--- config.mk ---
export PLATFORM = sky130hd
export DESIGN_NAME = vga_sync_porch_pattern_flat
export DESIGN_NICKNAME = d
export VERILOG_FILES = /design/src/rtl/vga_sync_porch_pattern_pkg.sv /design/src/rtl/vga_sync_porch_pattern_if.sv /design/src/rtl/vga_sync_porch_pattern_rgb.sv /design/src/rtl/vga_sync_porch_pattern.sv /design/src/flat_wrapper.sv
export SDC_FILE = /design/constraint.sdc
export NUM_CORES = 1
export LEC_CHECK = 0
export ABC_CLOCK_PERIOD_IN_PS = 5200
export BUFFER_PORTS_ARGS = -buffer_cell sky130_fd_sc_hd__buf_2
export CORE_MARGIN = 5
export CORE_UTILIZATION = 56
export DETAILED_ROUTE_END_ITERATION = 6
export PLACE_DENSITY_LB_ADDON = 0.25
export SKIP_LAST_GASP = 1
export SLEW_MARGIN = 20
export SYNTH_ARGS = -nofsm -noshare
export SYNTH_HDL_FRONTEND = slang
export SYNTH_SLANG_ARGS = --single-unit
export TNS_END_PERCENT = 10
--- constraint.sdc ---
create_clock -name clk -period 5.2 [get_ports clk]
set_clock_uncertainty 0.1 [all_clocks]
set_input_delay 0.26 -clock clk [delete_from_list [all_inputs] [get_ports clk]]
set_output_delay 0.26 -clock clk [all_outputs]
set_load 0.01 [all_outputs]
--- src/rtl/vga_sync_porch_pattern_pkg.sv ---
// Shared VGA timing constants, the test-pattern enumeration and the
// colour-bar index helper. Used by the sync generator and this stage.
package vga_pkg;

    // 640x480 @ 60 Hz default timing
    localparam int TOTAL_COLS    = 800;
    localparam int TOTAL_ROWS    = 525;
    localparam int ACTIVE_COLS   = 640;
    localparam int ACTIVE_ROWS   = 480;
    localparam int H_FRONT_PORCH = 16;
    localparam int H_SYNC_WIDTH  = 96;
    localparam int V_FRONT_PORCH = 10;
    localparam int V_SYNC_WIDTH  = 2;
    localparam int VIDEO_WIDTH   = 3;

    localparam int CNT_WIDTH = 10;
    localparam int FC_WIDTH  = 8;

    // Inclusive sync pulse windows, expressed at counter width
    localparam logic [CNT_WIDTH-1:0] H_SYNC_FIRST = CNT_WIDTH'(ACTIVE_COLS + H_FRONT_PORCH);
    localparam logic [CNT_WIDTH-1:0] H_SYNC_LAST  = CNT_WIDTH'(ACTIVE_COLS + H_FRONT_PORCH + H_SYNC_WIDTH - 1);
    localparam logic [CNT_WIDTH-1:0] V_SYNC_FIRST = CNT_WIDTH'(ACTIVE_ROWS + V_FRONT_PORCH);
    localparam logic [CNT_WIDTH-1:0] V_SYNC_LAST  = CNT_WIDTH'(ACTIVE_ROWS + V_FRONT_PORCH + V_SYNC_WIDTH - 1);

    // Last visible column/row, used by the border pattern
    localparam logic [CNT_WIDTH-1:0] COL_LAST = CNT_WIDTH'(ACTIVE_COLS - 1);
    localparam logic [CNT_WIDTH-1:0] ROW_LAST = CNT_WIDTH'(ACTIVE_ROWS - 1);

    localparam int BAR_WIDTH = ACTIVE_COLS / 8;

    typedef enum logic [2:0] {
        PAT_BLACK   = 3'd0,
        PAT_WHITE   = 3'd1,
        PAT_BARS    = 3'd2,
        PAT_CHECKER = 3'd3,
        PAT_BORDER  = 3'd4,
        PAT_SCROLL  = 3'd5,
        PAT_RSVD6   = 3'd6,
        PAT_RSVD7   = 3'd7
    } pattern_e;

    // Bar index 0..7 from a chain of constant compares; columns past the
    // last bar boundary land in bar 7.
    function automatic logic [2:0] bar_index(input logic [CNT_WIDTH-1:0] col);
        logic [2:0] b;
        b = 3'd7;
        for (int i = 7; i >= 1; i--) begin
            if (col < CNT_WIDTH'(i * BAR_WIDTH)) begin
                b = 3'(i - 1);
            end
        end
        return b;
    endfunction

endpackage

--- src/rtl/vga_sync_porch_pattern_if.sv ---
// Pixel-stream bundle between the sync generator / sink and the
// porch+pattern stage.
// Flow control: none. The stream advances one pixel per clock with no
// valid/ready pair and no backpressure; every clock carries a pixel.
interface vga_sync_porch_pattern_if;
    import vga_pkg::*;

    logic                   hsync_in;
    logic                   vsync_in;
    logic [CNT_WIDTH-1:0]   col_in;
    logic [CNT_WIDTH-1:0]   row_in;
    logic [2:0]             pattern_sel;

    logic                   hsync_out;
    logic                   vsync_out;
    logic                   de_out;
    logic [VIDEO_WIDTH-1:0] red;
    logic [VIDEO_WIDTH-1:0] grn;
    logic [VIDEO_WIDTH-1:0] blu;
    logic [FC_WIDTH-1:0]    frame_count;

    // Side that feeds counters and consumes video
    modport master (
        output hsync_in, vsync_in, col_in, row_in, pattern_sel,
        input  hsync_out, vsync_out, de_out, red, grn, blu, frame_count
    );

    // The porch/pattern stage itself
    modport slave (
        input  hsync_in, vsync_in, col_in, row_in, pattern_sel,
        output hsync_out, vsync_out, de_out, red, grn, blu, frame_count
    );

endinterface

--- src/rtl/vga_sync_porch_pattern_rgb.sv ---
// Combinational test-pattern generator: (col, row, frame_count, pattern)
// to raw RGB. Blanking is applied by the caller.
module vga_pattern_rgb
    import vga_pkg::*;
(
    input  logic [CNT_WIDTH-1:0]   col,
    input  logic [CNT_WIDTH-1:0]   row,
    input  logic [FC_WIDTH-1:0]    frame_count,
    input  pattern_e               pattern,
    output logic [VIDEO_WIDTH-1:0] red,
    output logic [VIDEO_WIDTH-1:0] grn,
    output logic [VIDEO_WIDTH-1:0] blu
);

    logic [CNT_WIDTH-1:0] scroll_col;
    logic [2:0]           bar;
    logic                 white;

    // Select the pixel colour for the active pattern
    always_comb begin
        scroll_col = col + CNT_WIDTH'(frame_count);
        bar        = bar_index(col);
        white      = 1'b0;
        red        = '0;
        grn        = '0;
        blu        = '0;
        case (pattern)
            PAT_WHITE:   white = 1'b1;
            PAT_CHECKER: white = col[5] ^ row[5];
            PAT_BORDER:  white = (col == '0) || (col == COL_LAST) ||
                                 (row == '0) || (row == ROW_LAST);
            PAT_SCROLL:  white = scroll_col[5] ^ row[5];
            PAT_BARS: begin
                red = {VIDEO_WIDTH{bar[2]}};
                grn = {VIDEO_WIDTH{bar[1]}};
                blu = {VIDEO_WIDTH{bar[0]}};
            end
            default:     white = 1'b0;
        endcase
        if (white) begin
            red = '1;
            grn = '1;
            blu = '1;
        end
    end

endmodule

--- src/rtl/vga_sync_porch_pattern.sv ---
// Porch/sync/pattern stage: turns the sync generator's active-region flags
// into real active-low syncs and a gated test pattern. Two register stages,
// every output delayed by exactly two clocks from its inputs.
module vga_sync_porch_pattern
    import vga_pkg::*;
(
    input  logic clk,
    input  logic rst_n,
    vga_sync_porch_pattern_if.slave bus
);

    // Stage 1: registered copies of the incoming stream
    logic                   s1_valid;
    logic                   s1_hact;
    logic                   s1_vact;
    logic [CNT_WIDTH-1:0]   s1_col;
    logic [CNT_WIDTH-1:0]   s1_row;
    pattern_e               s1_sel;

    // Frame-level state
    pattern_e               active_pat;
    logic [FC_WIDTH-1:0]    frame_cnt;

    // Stage 2: output registers
    logic                   s2_hsync;
    logic                   s2_vsync;
    logic                   s2_de;
    logic [VIDEO_WIDTH-1:0] s2_red;
    logic [VIDEO_WIDTH-1:0] s2_grn;
    logic [VIDEO_WIDTH-1:0] s2_blu;

    // Decode between the stages
    logic                   frame_start;
    logic                   s1_de;
    logic                   hsync_next;
    logic                   vsync_next;
    pattern_e               pat_next;
    logic [FC_WIDTH-1:0]    fc_next;
    logic [VIDEO_WIDTH-1:0] pat_red;
    logic [VIDEO_WIDTH-1:0] pat_grn;
    logic [VIDEO_WIDTH-1:0] pat_blu;

    // Capture the input stream; s1_valid keeps the reset contents of stage 1
    // from looking like a (0,0) frame start on the first clock after reset.
    always_ff @(posedge clk or negedge rst_n) begin
        if (!rst_n) begin
            s1_valid <= 1'b0;
            s1_hact  <= 1'b0;
            s1_vact  <= 1'b0;
            s1_col   <= '0;
            s1_row   <= '0;
            s1_sel   <= PAT_BLACK;
        end else begin
            s1_valid <= 1'b1;
            s1_hact  <= bus.hsync_in;
            s1_vact  <= bus.vsync_in;
            s1_col   <= bus.col_in;
            s1_row   <= bus.row_in;
            s1_sel   <= pattern_e'(bus.pattern_sel);
        end
    end

    // Frame-start handling and sync decode; the first pixel of a frame
    // already uses the newly selected pattern and the incremented count.
    always_comb begin
        frame_start = s1_valid && (s1_col == '0) && (s1_row == '0);
        pat_next    = active_pat;
        fc_next     = frame_cnt;
        if (frame_start) begin
            pat_next = s1_sel;
            fc_next  = frame_cnt + FC_WIDTH'(1);
        end
        s1_de      = s1_hact & s1_vact;
        hsync_next = !((s1_col >= H_SYNC_FIRST) && (s1_col <= H_SYNC_LAST));
        vsync_next = !((s1_row >= V_SYNC_FIRST) && (s1_row <= V_SYNC_LAST));
    end

    vga_pattern_rgb u_pattern_rgb (
        .col         (s1_col),
        .row         (s1_row),
        .frame_count (fc_next),
        .pattern     (pat_next),
        .red         (pat_red),
        .grn         (pat_grn),
        .blu         (pat_blu)
    );

    // Output registers and frame state; colour is forced to black when blanked
    always_ff @(posedge clk or negedge rst_n) begin
        if (!rst_n) begin
            s2_hsync   <= 1'b1;
            s2_vsync   <= 1'b1;
            s2_de      <= 1'b0;
            s2_red     <= '0;
            s2_grn     <= '0;
            s2_blu     <= '0;
            active_pat <= PAT_BLACK;
            frame_cnt  <= '0;
        end else begin
            s2_hsync   <= hsync_next;
            s2_vsync   <= vsync_next;
            s2_de      <= s1_de;
            s2_red     <= s1_de ? pat_red : '0;
            s2_grn     <= s1_de ? pat_grn : '0;
            s2_blu     <= s1_de ? pat_blu : '0;
            active_pat <= pat_next;
            frame_cnt  <= fc_next;
        end
    end

    assign bus.hsync_out   = s2_hsync;
    assign bus.vsync_out   = s2_vsync;
    assign bus.de_out      = s2_de;
    assign bus.red         = s2_red;
    assign bus.grn         = s2_grn;
    assign bus.blu         = s2_blu;
    assign bus.frame_count = frame_cnt;

endmodule

--- src/flat_wrapper.sv ---
// flat-port wrapper written by rule: the top's interface ports become plain ports
module vga_sync_porch_pattern_flat import vga_pkg::*;
  (clk, rst_n, bus_hsync_in, bus_vsync_in, bus_col_in, bus_row_in, bus_pattern_sel, bus_hsync_out, bus_vsync_out, bus_de_out, bus_red, bus_grn, bus_blu, bus_frame_count);
  vga_sync_porch_pattern_if bus_i ();
  input  logic clk;
  input  logic rst_n;
  input wire logic [$bits(bus_i.hsync_in)-1:0] bus_hsync_in;
  input wire logic [$bits(bus_i.vsync_in)-1:0] bus_vsync_in;
  input wire logic [$bits(bus_i.col_in)-1:0] bus_col_in;
  input wire logic [$bits(bus_i.row_in)-1:0] bus_row_in;
  input wire logic [$bits(bus_i.pattern_sel)-1:0] bus_pattern_sel;
  output wire logic [$bits(bus_i.hsync_out)-1:0] bus_hsync_out;
  output wire logic [$bits(bus_i.vsync_out)-1:0] bus_vsync_out;
  output wire logic [$bits(bus_i.de_out)-1:0] bus_de_out;
  output wire logic [$bits(bus_i.red)-1:0] bus_red;
  output wire logic [$bits(bus_i.grn)-1:0] bus_grn;
  output wire logic [$bits(bus_i.blu)-1:0] bus_blu;
  output wire logic [$bits(bus_i.frame_count)-1:0] bus_frame_count;
  assign bus_i.hsync_in = bus_hsync_in;
  assign bus_i.vsync_in = bus_vsync_in;
  assign bus_i.col_in = bus_col_in;
  assign bus_i.row_in = bus_row_in;
  assign bus_i.pattern_sel = bus_pattern_sel;
  assign bus_hsync_out = bus_i.hsync_out;
  assign bus_vsync_out = bus_i.vsync_out;
  assign bus_de_out = bus_i.de_out;
  assign bus_red = bus_i.red;
  assign bus_grn = bus_i.grn;
  assign bus_blu = bus_i.blu;
  assign bus_frame_count = bus_i.frame_count;
  vga_sync_porch_pattern u_core (.clk(clk), .rst_n(rst_n), .bus(bus_i));
endmodule
==> results of run 1 <==
worst paths after layout:
kind | to | from | cells past startpoint
hold reg to reg | u_core.bus.frame_count[7]$_DFFE_PN0N_ | u_core.bus.frame_count[7]$_DFFE_PN0N_ | 1
setup reg to reg | u_core.bus.grn[1]$_DFF_PN0_ | u_core.s1_row[5]$_DFF_PN0_ | 12
min in group asynchronous | u_core.bus.frame_count[6]$_DFFE_PN0N_ | rst_n | 2
max in group asynchronous | u_core.s1_row[5]$_DFF_PN0_ | rst_n | 2
hold / removal | u_core.bus.frame_count[7]$_DFFE_PN0N_ | u_core.bus.frame_count[7]$_DFFE_PN0N_ | 1
setup / recovery | u_core.bus.grn[1]$_DFF_PN0_ | u_core.s1_row[5]$_DFF_PN0_ | 12
cells in the mapped netlist (all sizes together) (2+ instances only):
library cell / n
xnor2: 7
xor2: 3
mux2i: 2
ha: 5
buf: 10
nor3: 3
nand2b: 3
dfrtp: 41
a22oi: 2
a221o: 2
inv: 4
a21oi: 6
a21o: 2
dfstp: 2
mux2: 2
nand4: 4
nor4: 5
nand2: 9
o21ai: 5
nor2: 8
nor2b: 2
and4: 3
nand3: 9
registers in the layout (all words and copies together) (netlist names):
signal and count:
u_core.s1_vact 1, u_core.bus.blu 1, u_core.bus.hsync_out 1, u_core.s1_hact 1, u_core.bus.grn 1, u_core.active_pat 3, u_core.s1_sel 3, u_core.s1_row 10
u_core.bus.vsync_out 1, u_core.bus.de_out 1, u_core.bus.red 1, u_core.s1_valid 1, u_core.s1_col 10, u_core.bus.frame_count 8
timing repair:
item	CTS	global route
endpoints found under the hold margin	66	0
gates resized for setup	0	0
hold buffers	26	0
endpoints found under the setup margin	0	0
per-layer routing:
metal | up-vias | share of wire, %
met3 | 8 | 5.7
met4 | 0 | 1.5
met1 | 692 | 37
li1 | 665 | -
met5 | - | 0
met2 | 43 | 56
report_power, final:
group	leakage (nW)	internal [W]	switching, W
logic	0.619	0.0000276	0.0000204
clock network	0.0383	0.0000991	0.0000953
registers	0.533	0.000345	0.0000108
critical path: stages, from the launching register on:
cell      delay [ns]
dfrtp_1         0.44
nor4_1          0.34
and4_1          0.32
and2_4          0.24
mux2_2          0.37
ha_1            0.18
a21o_1          0.18
a21o_1          0.17
a221o_1         0.30
nand3b_1        0.15
mux2i_1         0.22
o31ai_4         0.12
a21oi_1         0.18
cell type report:
type                    instances  area share [%]
flip-flops and latches         43            44.5
multi-input cells              96            29.4
repair buffers                 72            20.2
well taps                      46            2.37
clock buffers                   6            1.70
clock inverters                 1            1.24
inverters                       4           0.619
kinds of logic (layout without fill, tap and decap cells):
logic type / count (synthesis) / after routing / share of synthesized area (%)
fa+ha+maj: 6 / 6 / 3.85
buf+inv: 14 / 83 / 4.92
simple gates: 55 / 55 / 18.7
xor+xnor: 10 / 10 / 4.65
mux: 4 / 4 / 2.46
flops: 43 / 43 / 57.3
compound gates: 20 / 20 / 7.97
other cells: 1 / 1 / 0.199
through the flow:
step	instances	worst slack (ns)	hold WS [ns]
5_1_grt	268	1.56	0.409
2_1_floorplan	153	2.04	-0.136
3_5_place_dp	235	1.83	0.269
4_1_cts	268	1.81	0.394
6_report	268	1.80	0.389
3_3_place_gp	235	1.94	0.267
==> results_dict.tcl, run 1 <==
set metrics [dict create \
    fill_cells 230 \
    met1_usage_pct 19.6 \
    cts.sinks 43 \
    fp.dieW_um 68.0 \
    yosysTopAreaCell "dfrtp_1" \
    postCtsSetupRepairBufs 0 \
    ys_types 47 \
    row_count 21 \
    leakagePower_nw 1.19 \
    synth.avg_cell_area_um2 12.3 \
    period_minus_slack_ns 3.40 \
    fp.dieH_um 68.0 \
    synth_area_um2 1880 \
    yosysWarnings 0 \
    fp.dieArea_um2 4620 \
    place.port_buffers 46 \
    grt-ovfl-total 0 \
    post_dp_cell_area_um2 2090 \
    layout.area.seq_um2 1080 \
    grt_max_degree 44 \
    vias_per_cell 5.25 \
    ys.flop_type "dfrtp_1" \
    max_slew_margin_pct 40.9 \
    drtIter0Drc 39 \
    drv_cap 0 \
    place_hpwl_um 2760 \
    grt_pass1_vias 1488 \
    met3_usage_pct 6.57 \
    end_kind "flop" \
    final_design_area_no_fill_um2 2420 \
    clock.fmax_ghz 0.295 \
    diodes 0 \
    start_util_pct 57.3 \
    setup_tns_ns 0 \
    synth-edff-count 0 \
    finalMaxSlewViolations 0 \
    cts_buffers 5 \
    clk_path_buf_depth 2 \
    min_path_type "flop to flop" \
    final_core_util_pct 73.8 \
    crit_type "flop to flop" \
    power_density_nw_per_um2 247 \
    synth_top_area_share_pct 54.5 \
    final_cell_mix "buf_2 (46), dfrtp_1 (41), dlygate4sd3_1 (26), nand2_1 (9), nand3_1 (9)" \
    wl_per_cell_um 14.4 \
    status "completed" \
    synthCells 153 \
    async_reset_ff_share_pct 100 \
    first_pass_iters 4 \
    layout_commonest_cell "buf_2" \
    drive_gt1_share_pct 30.6 \
    synth_nets 185 \
    start_kind "flop" \
    clkSlewWorstSetupHoldPaths_ns 0.11 \
    rsz0062_at_grt "no" \
    ir_drop_mv 0.171 \
    cts_tree "done" \
    drc 0 \
    top_usage_layer "met2" \
    antenna_found_initial 0 \
    tightest_slew_ns 0.887 \
    met2_usage_pct 35.3 \
    synth_seq_cells 43 \
    total_power_w 0.000599 \
    vias 1408 \
    wirelength_um 3850 \
    nets 254 \
    multiInputGateArea_um2 712 \
    io_pins 47 \
    synthToLayoutAreaGrowth_pct 28.8 \
    crit_required_ns 5.37 \
    final_antenna_net_count 0 \
    grt_first_pass_wirelength_um 6440 \
    netlist_top_cells_area "dfrtp_1 (54%), ha_1 (3.3%), xnor2_1 (3.3%)" \
    globalplace.congestion 0.816 \
    clock_latency_ns 0.34 \
    final-hold-violation-count 0 \
    grt_use_total_pct 19.2 \
    core_area_um2 3280 \
    cp.arrival_ns 3.56 \
    setup_viol 0 \
    cts_max_level 2 \
    ff2ff_setup_slack_ns 1.80 \
    finalCritPeriodShare_pct 65.3 \
    root_buffer "clkbuf_4" \
    path_max_fanout 9 \
    seq_area_frac_synth_pct 57.3 \
]
Power figures use the tool's default switching activity.
==> run 2, diff against run 1 <==
- ABC_CLOCK_PERIOD_IN_PS: 5200 -> 3300
- CORE_UTILIZATION: 56 -> 52
- clock period: 5.2 -> 3.3 ns (I/O delays scaled with it)
==> run 2 against run 1 <==
Net effect:
- non-clock buffer count increased by 14
- register-to-register slack worse by 1.8 ns
- setup slack worse by 1.8 ns
- routed wire length up 17%
- sequential power is 58% higher
- sequential share of layout area decreased by 2.5 points
- highest routed layer unchanged
==> results_dict.tcl, run 2 (same netlist as run 1, synthesis figures left out) <==
set metrics [dict create \
    drv_cap 0 \
    setup_viol 0 \
    grt_pass1_vias 1624 \
    status "completed" \
    wl_per_cell_um 16.0 \
    clkSlewWorstSetupHoldPaths_ns 0.11 \
    final_antenna_net_count 0 \
    clock.fmax_ghz 0.306 \
    setup_tns_ns 0 \
    vias 1462 \
    start_kind "flop" \
    drc 0 \
    cts.sinks 43 \
    grt_use_total_pct 19.1 \
    fp.dieArea_um2 4920 \
    cts_max_level 2 \
    total_power_w 0.000887 \
    crit_required_ns 3.48 \
    globalplace.congestion 0.859 \
    tightest_slew_ns 0.900 \
    power_density_nw_per_um2 345 \
    crit_type "flop to flop" \
    layout_commonest_cell "buf_2" \
    synthToLayoutAreaGrowth_pct 36.7 \
    final-hold-violation-count 0 \
    leakagePower_nw 1.27 \
    start_util_pct 55.1 \
    fill_cells 232 \
    root_buffer "clkbuf_4" \
    path_max_fanout 6 \
    grt_first_pass_wirelength_um 7380 \
    cts_tree "done" \
    cp.arrival_ns 3.44 \
    row_count 21 \
    final_cell_mix "buf_2 (46), dfrtp_1 (40), dlygate4sd3_1 (26), buf_4 (14)" \
    end_kind "flop" \
    min_path_type "primary input to flop" \
    ir_drop_mv 0.235 \
    drive_gt1_share_pct 38.6 \
    fp.dieH_um 70.2 \
    core_area_um2 3420 \
    grt-ovfl-total 0 \
    max_slew_margin_pct 40.0 \
    first_pass_iters 4 \
    vias_per_cell 5.18 \
    drtIter0Drc 73 \
    place_hpwl_um 2930 \
    place_inst 243 \
    clock_latency_ns 0.35 \
    cts_buffers 5 \
    nets 268 \
    grt_max_degree 44 \
    place.port_buffers 46 \
    final_cells 282 \
    io_pins 47 \
    wirelength_um 4520 \
    finalCritPeriodShare_pct 98.9 \
    finalMaxSlewViolations 0 \
    period_minus_slack_ns 3.26 \
    ff2ff_setup_slack_ns 0.04 \
    clk_path_buf_depth 2 \
    fp.dieW_um 70.2 \
    diodes 0 \
    antenna_found_initial 0 \
]
==> run 2: changes by cell type in the layout (fill, tap and decap cells not counted), moves of 2 or more <==
| cell | previous run | this run |
|---|---|---|
| xnor2_1 | 7 | 5 |
| xnor2_2 | 0 | 2 |
| nor4_4 | 1 | 3 |
| buf_4 | 0 | 14 |
==> run 2: per-stage QoR <==
stage | cell area [um2] | util [%] | hold WS [ns] | worst slack, ns
after detailed placement | 2150 | 63.0 | 0.174 | -0.0494
after CTS | 2510 | 73.6 | 0.335 | 0.00733
after global routing | 2570 | 75.3 | 0.338 | -0.0468
after global placement | 2150 | 63.0 | 0.172 | 0.0774
after floorplan | 1880 | - | -0.231 | 0.142
final | 2570 | 75.3 | 0.345 | 0.0372
==> run 2: layer usage <==
| metal | vias to the layer above | global-route usage (%) | wire length, um |
|---|---|---|---|
| li1 | 698 | - | - |
| met1 | 703 | 21.4 | 1750 |
| met2 | 48 | 34.0 | 2460 |
| met3 | 13 | 3.87 | 227 |
| met4 | 0 | 9.79 | 83 |
| met5 | - | 0 | 0 |
==> run 2: repair_timing <==
item / CTS / global route
hold endpoints to repair: 66 / 0
endpoints found under the setup margin: 3 / 3
pin swaps: 2 / 14
buffers inserted: 2 / 5
hold buffers: 26 / 0
resized for setup: 7 / 5
==> run 2: critical path, cell delays in order, from the launching register on <==
cell	delay, ns
dfrtp_1	0.45
nor4_4	0.29
and4_4	0.28
and2_4	0.18
nand4_1	0.18
xnor2_2	0.20
ha_1	0.34
nand3_2	0.11
nor2_1	0.06
a221o_1	0.34
nand3b_1	0.18
mux2i_2	0.24
o31ai_4	0.10
a21oi_2	0.15
==> run 2: area by class of cell <==
cell class | instances | area [um2] | area share [%]
clock buffers | 6 | 41.3 | 1.60
clock inverters | 1 | 7.51 | 0.292
inverters | 4 | 15.0 | 0.583
multi-input cells | 96 | 777 | 30.2
flip-flops and latches | 43 | 1080 | 42.0
well taps | 46 | 57.6 | 2.24
repair buffers | 86 | 596 | 23.1
==> run 2: power breakdown <==
part / leakage, nW / switching, W / internal (W)
sequential: 0.532 / 0.0000169 / 0.000545
clock: 0.0243 / 0.000155 / 0.0000796
combinational: 0.713 / 0.0000398 / 0.0000512
==> run 2: final timing paths <==
kind / depth (start not counted) / from / endpoint
setup / recovery: 13 / u_core.s1_col[1]$_DFF_PN0_ / u_core.bus.red[1]$_DFF_PN0_
hold reg to reg: 1 / u_core.bus.frame_count[7]$_DFFE_PN0N_ / u_core.bus.frame_count[7]$_DFFE_PN0N_
max in group asynchronous: 2 / rst_n / u_core.s1_col[9]$_DFF_PN0_
hold / removal: 2 / bus_row_in[8] / u_core.s1_row[8]$_DFF_PN0_
setup reg to reg: 13 / u_core.s1_col[1]$_DFF_PN0_ / u_core.bus.red[1]$_DFF_PN0_
min in group asynchronous: 2 / rst_n / u_core.bus.frame_count[5]$_DFF_PN0_
==> run 3, diff against run 2 <==
- ABC_AREA: not set -> 0
- CORE_UTILIZATION: 52 -> 53
- SYNTH_HIERARCHICAL: not set -> 1
==> run 3 against run 2 <==
Net effect:
- highest routed layer unchanged
- synthesized cell count rose by 6.5%
- final cell count rose by 1.4%
- clock power rose by 46%
- maximum frequency rose by 5.8%
- final area rose by 4.1%
- register-to-register slack improved by 0.18 ns
- first-iteration DRC count rose by 18%
- combinational power fell by 7.6%
- sequential cell count rose by 6
- via count rose by 6.0%
==> results_dict.tcl, run 3 <==
set metrics [dict create \
    clk_path_buf_depth 2 \
    io_pins 47 \
    synth_nets 195 \
    final_cell_mix "dfrtp_1 (47), buf_2 (45), dlygate4sd3_1 (26), and3_1 (13), nand4_1 (9)" \
    clkSlewWorstSetupHoldPaths_ns 0.08 \
    cts.sinks 49 \
    tightest_slew_ns 0.584 \
    wirelength_um 4150 \
    total_power_w 0.00106 \
    synth-edff-count 0 \
    clock_latency_ns 0.29 \
    cts_tree "done" \
    post_dp_cell_area_um2 2320 \
    power_density_nw_per_um2 396 \
    leakagePower_nw 1.32 \
    synth_seq_cells 49 \
    cts_max_level 2 \
    crit_type "flop to flop" \
    synth_common_cells "dfrtp_1 (47), and3_1 (13), nand4_1 (9)" \
    place.port_buffers 46 \
    netlist_top_cells_area "dfrtp_1 (57%), and3_1 (3.9%), xnor2_1 (3.4%)" \
    ir_drop_mv 0.441 \
    core_area_um2 3720 \
    place_hpwl_um 2960 \
    fp.dieW_um 72.4 \
    clock.fmax_ghz 0.324 \
    setup_viol 0 \
    grt_use_total_pct 16.9 \
    fp.dieH_um 72.4 \
    path_max_fanout 5 \
    antenna_found_initial 0 \
    post-synth-top-count-cell "dfrtp_1" \
    ys_types 44 \
    root_buffer "clkbuf_8" \
    drv_cap 0 \
    end_kind "flop" \
    synthToLayoutAreaGrowth_pct 29.7 \
    seq_area_frac_synth_pct 59.5 \
    crit_required_ns 3.43 \
    final-hold-violation-count 0 \
    fill_cells 260 \
    yosysWarnings 6 \
    cp.arrival_ns 3.21 \
    ys.flop_type "dfrtp_1" \
    yosysTopAreaCell "dfrtp_1" \
    first_pass_iters 4 \
    max_slew_margin_pct 61.1 \
    row_count 22 \
    drive_gt1_share_pct 30.7 \
    layout_commonest_cell "dfrtp_1" \
    synth_top_area_share_pct 56.9 \
    drtIter0Drc 86 \
    finalCritPeriodShare_pct 93.5 \
    vias 1550 \
    grt_max_degree 50 \
    fp.dieArea_um2 5250 \
    final_antenna_net_count 0 \
    vias_per_cell 5.42 \
    grt_pass1_vias 1552 \
    synth_area_um2 2070 \
    start_kind "flop" \
    synthCells 163 \
    period_minus_slack_ns 3.08 \
    async_reset_ff_share_pct 100 \
    globalplace.congestion 0.784 \
    synth.avg_cell_area_um2 12.7 \
    min_path_type "primary input to async pin" \
    start_util_pct 55.6 \
    multiInputGateArea_um2 754 \
    status "completed" \
    nets 270 \
    wl_per_cell_um 14.5 \
    fin_hold_ws_ns 0.315 \
    finalMaxSlewViolations 0 \
    final_design_area_no_fill_um2 2680 \
    setup_tns_ns 0 \
    layout.area.seq_um2 1230 \
    cts_buffers 5 \
    final_core_util_pct 72.1 \
    grt-ovfl-total 0 \
    diodes 0 \
    grt_first_pass_wirelength_um 6870 \
    drc 0 \
    rsz0062_at_grt "no" \
]
## run 3: cell types whose count changed in the layout (fill, tap and decap cells not counted), sizes merged, moves of 3 or more
cell / change
a2111oi: +3
a21oi: -3
and3: +13
buf: -8
dfrtp: +6
nand2: -4
nand3: -4
nand4: +5
nor2: -3
or4: +3
## run 3: stage by stage
stage | std cells | setup WS [ns]
3_3_place_gp | 253 | 0.285
2_1_floorplan | 163 | 0.222
4_1_cts | 286 | 0.197
3_5_place_dp | 253 | 0.220
6_report | 286 | 0.216
5_1_grt | 286 | 0.0398
## run 3: layout make-up
type                    count  share of cell area, %
well taps                  48                   2.24
flip-flops and latches     49                   45.9
multi-input cells         102                   28.2
repair buffers             78                   20.1
inverters                   2                  0.280
clock buffers               6                   3.08
clock inverters             1                  0.280
## run 3: worst max-delay path: stages, from the launching register on
cell	delay, ns
dfrtp_1	0.40
or4_4	0.53
nor3_4	0.13
and2_1	0.34
mux2_4	0.35
nor2b_1	0.16
nand2b_1	0.11
a2111oi_1	0.40
a211oi_1	0.15
o211ai_1	0.16
and3_1	0.19
## run 3: layer usage
metal / up-vias / share of wire, % / GRT usage, %
met4: 0 / 0.82 / 5.53
met5: - / 0 / 0
met1: 751 / 40 / 20.2
met2: 52 / 52 / 29.5
li1: 743 / - / -
met3: 4 / 7.0 / 4.57
## run 3: path summary, 6_finish.rpt
kind,depth (start not counted),endpoint,start,slack (ns)
worst max-delay path,10,u_core/bus.red[2]$_DFF_PN0_,u_core/s1_col[4]$_DFF_PN0_,0.22
worst min-delay path,2,u_core/bus.frame_count[7]$_DFF_PN0_,rst_n,0.31
worst max register to register,10,u_core/bus.red[2]$_DFF_PN0_,u_core/s1_col[4]$_DFF_PN0_,0.22
worst min register to register,1,u_core/bus.frame_count[7]$_DFF_PN0_,u_core/bus.frame_count[7]$_DFF_PN0_,0.37
max in group asynchronous,2,u_core/s1_col[6]$_DFF_PN0_,rst_n,2.40
min in group clk,1,u_core/bus.frame_count[7]$_DFF_PN0_,u_core/bus.frame_count[7]$_DFF_PN0_,0.37
## run 3: cell families (layout without fill, tap and decap cells)
group	Yosys count	in the layout	synth area share, %
mux	4	4	2.91
buf+inv	12	87	4.06
other cells	1	1	0.182
compound gates	16	16	5.75
fa+ha+maj	6	6	3.51
flops	49	49	59.5
simple gates	66	66	20.3
xor+xnor	9	9	3.82
## run 3: power breakdown
| group | internal [W] | leakage, nW | switching [W] |
|---|---|---|---|
| registers | 0.000618 | 0.616 | 0.0000178 |
| clock network | 0.000166 | 0.0433 | 0.000177 |
| logic | 0.0000478 | 0.659 | 0.0000363 |
| total | 0.000831 | 1.32 | 0.000231 |
## run 3: what timing repair did
item / CTS / global route
hold buffers: 26 / 0
hold endpoints to repair: 72 / 0
gates resized for setup: 0 / 1
endpoints found under the setup margin: 0 / 5
setup buffers: 0 / 0
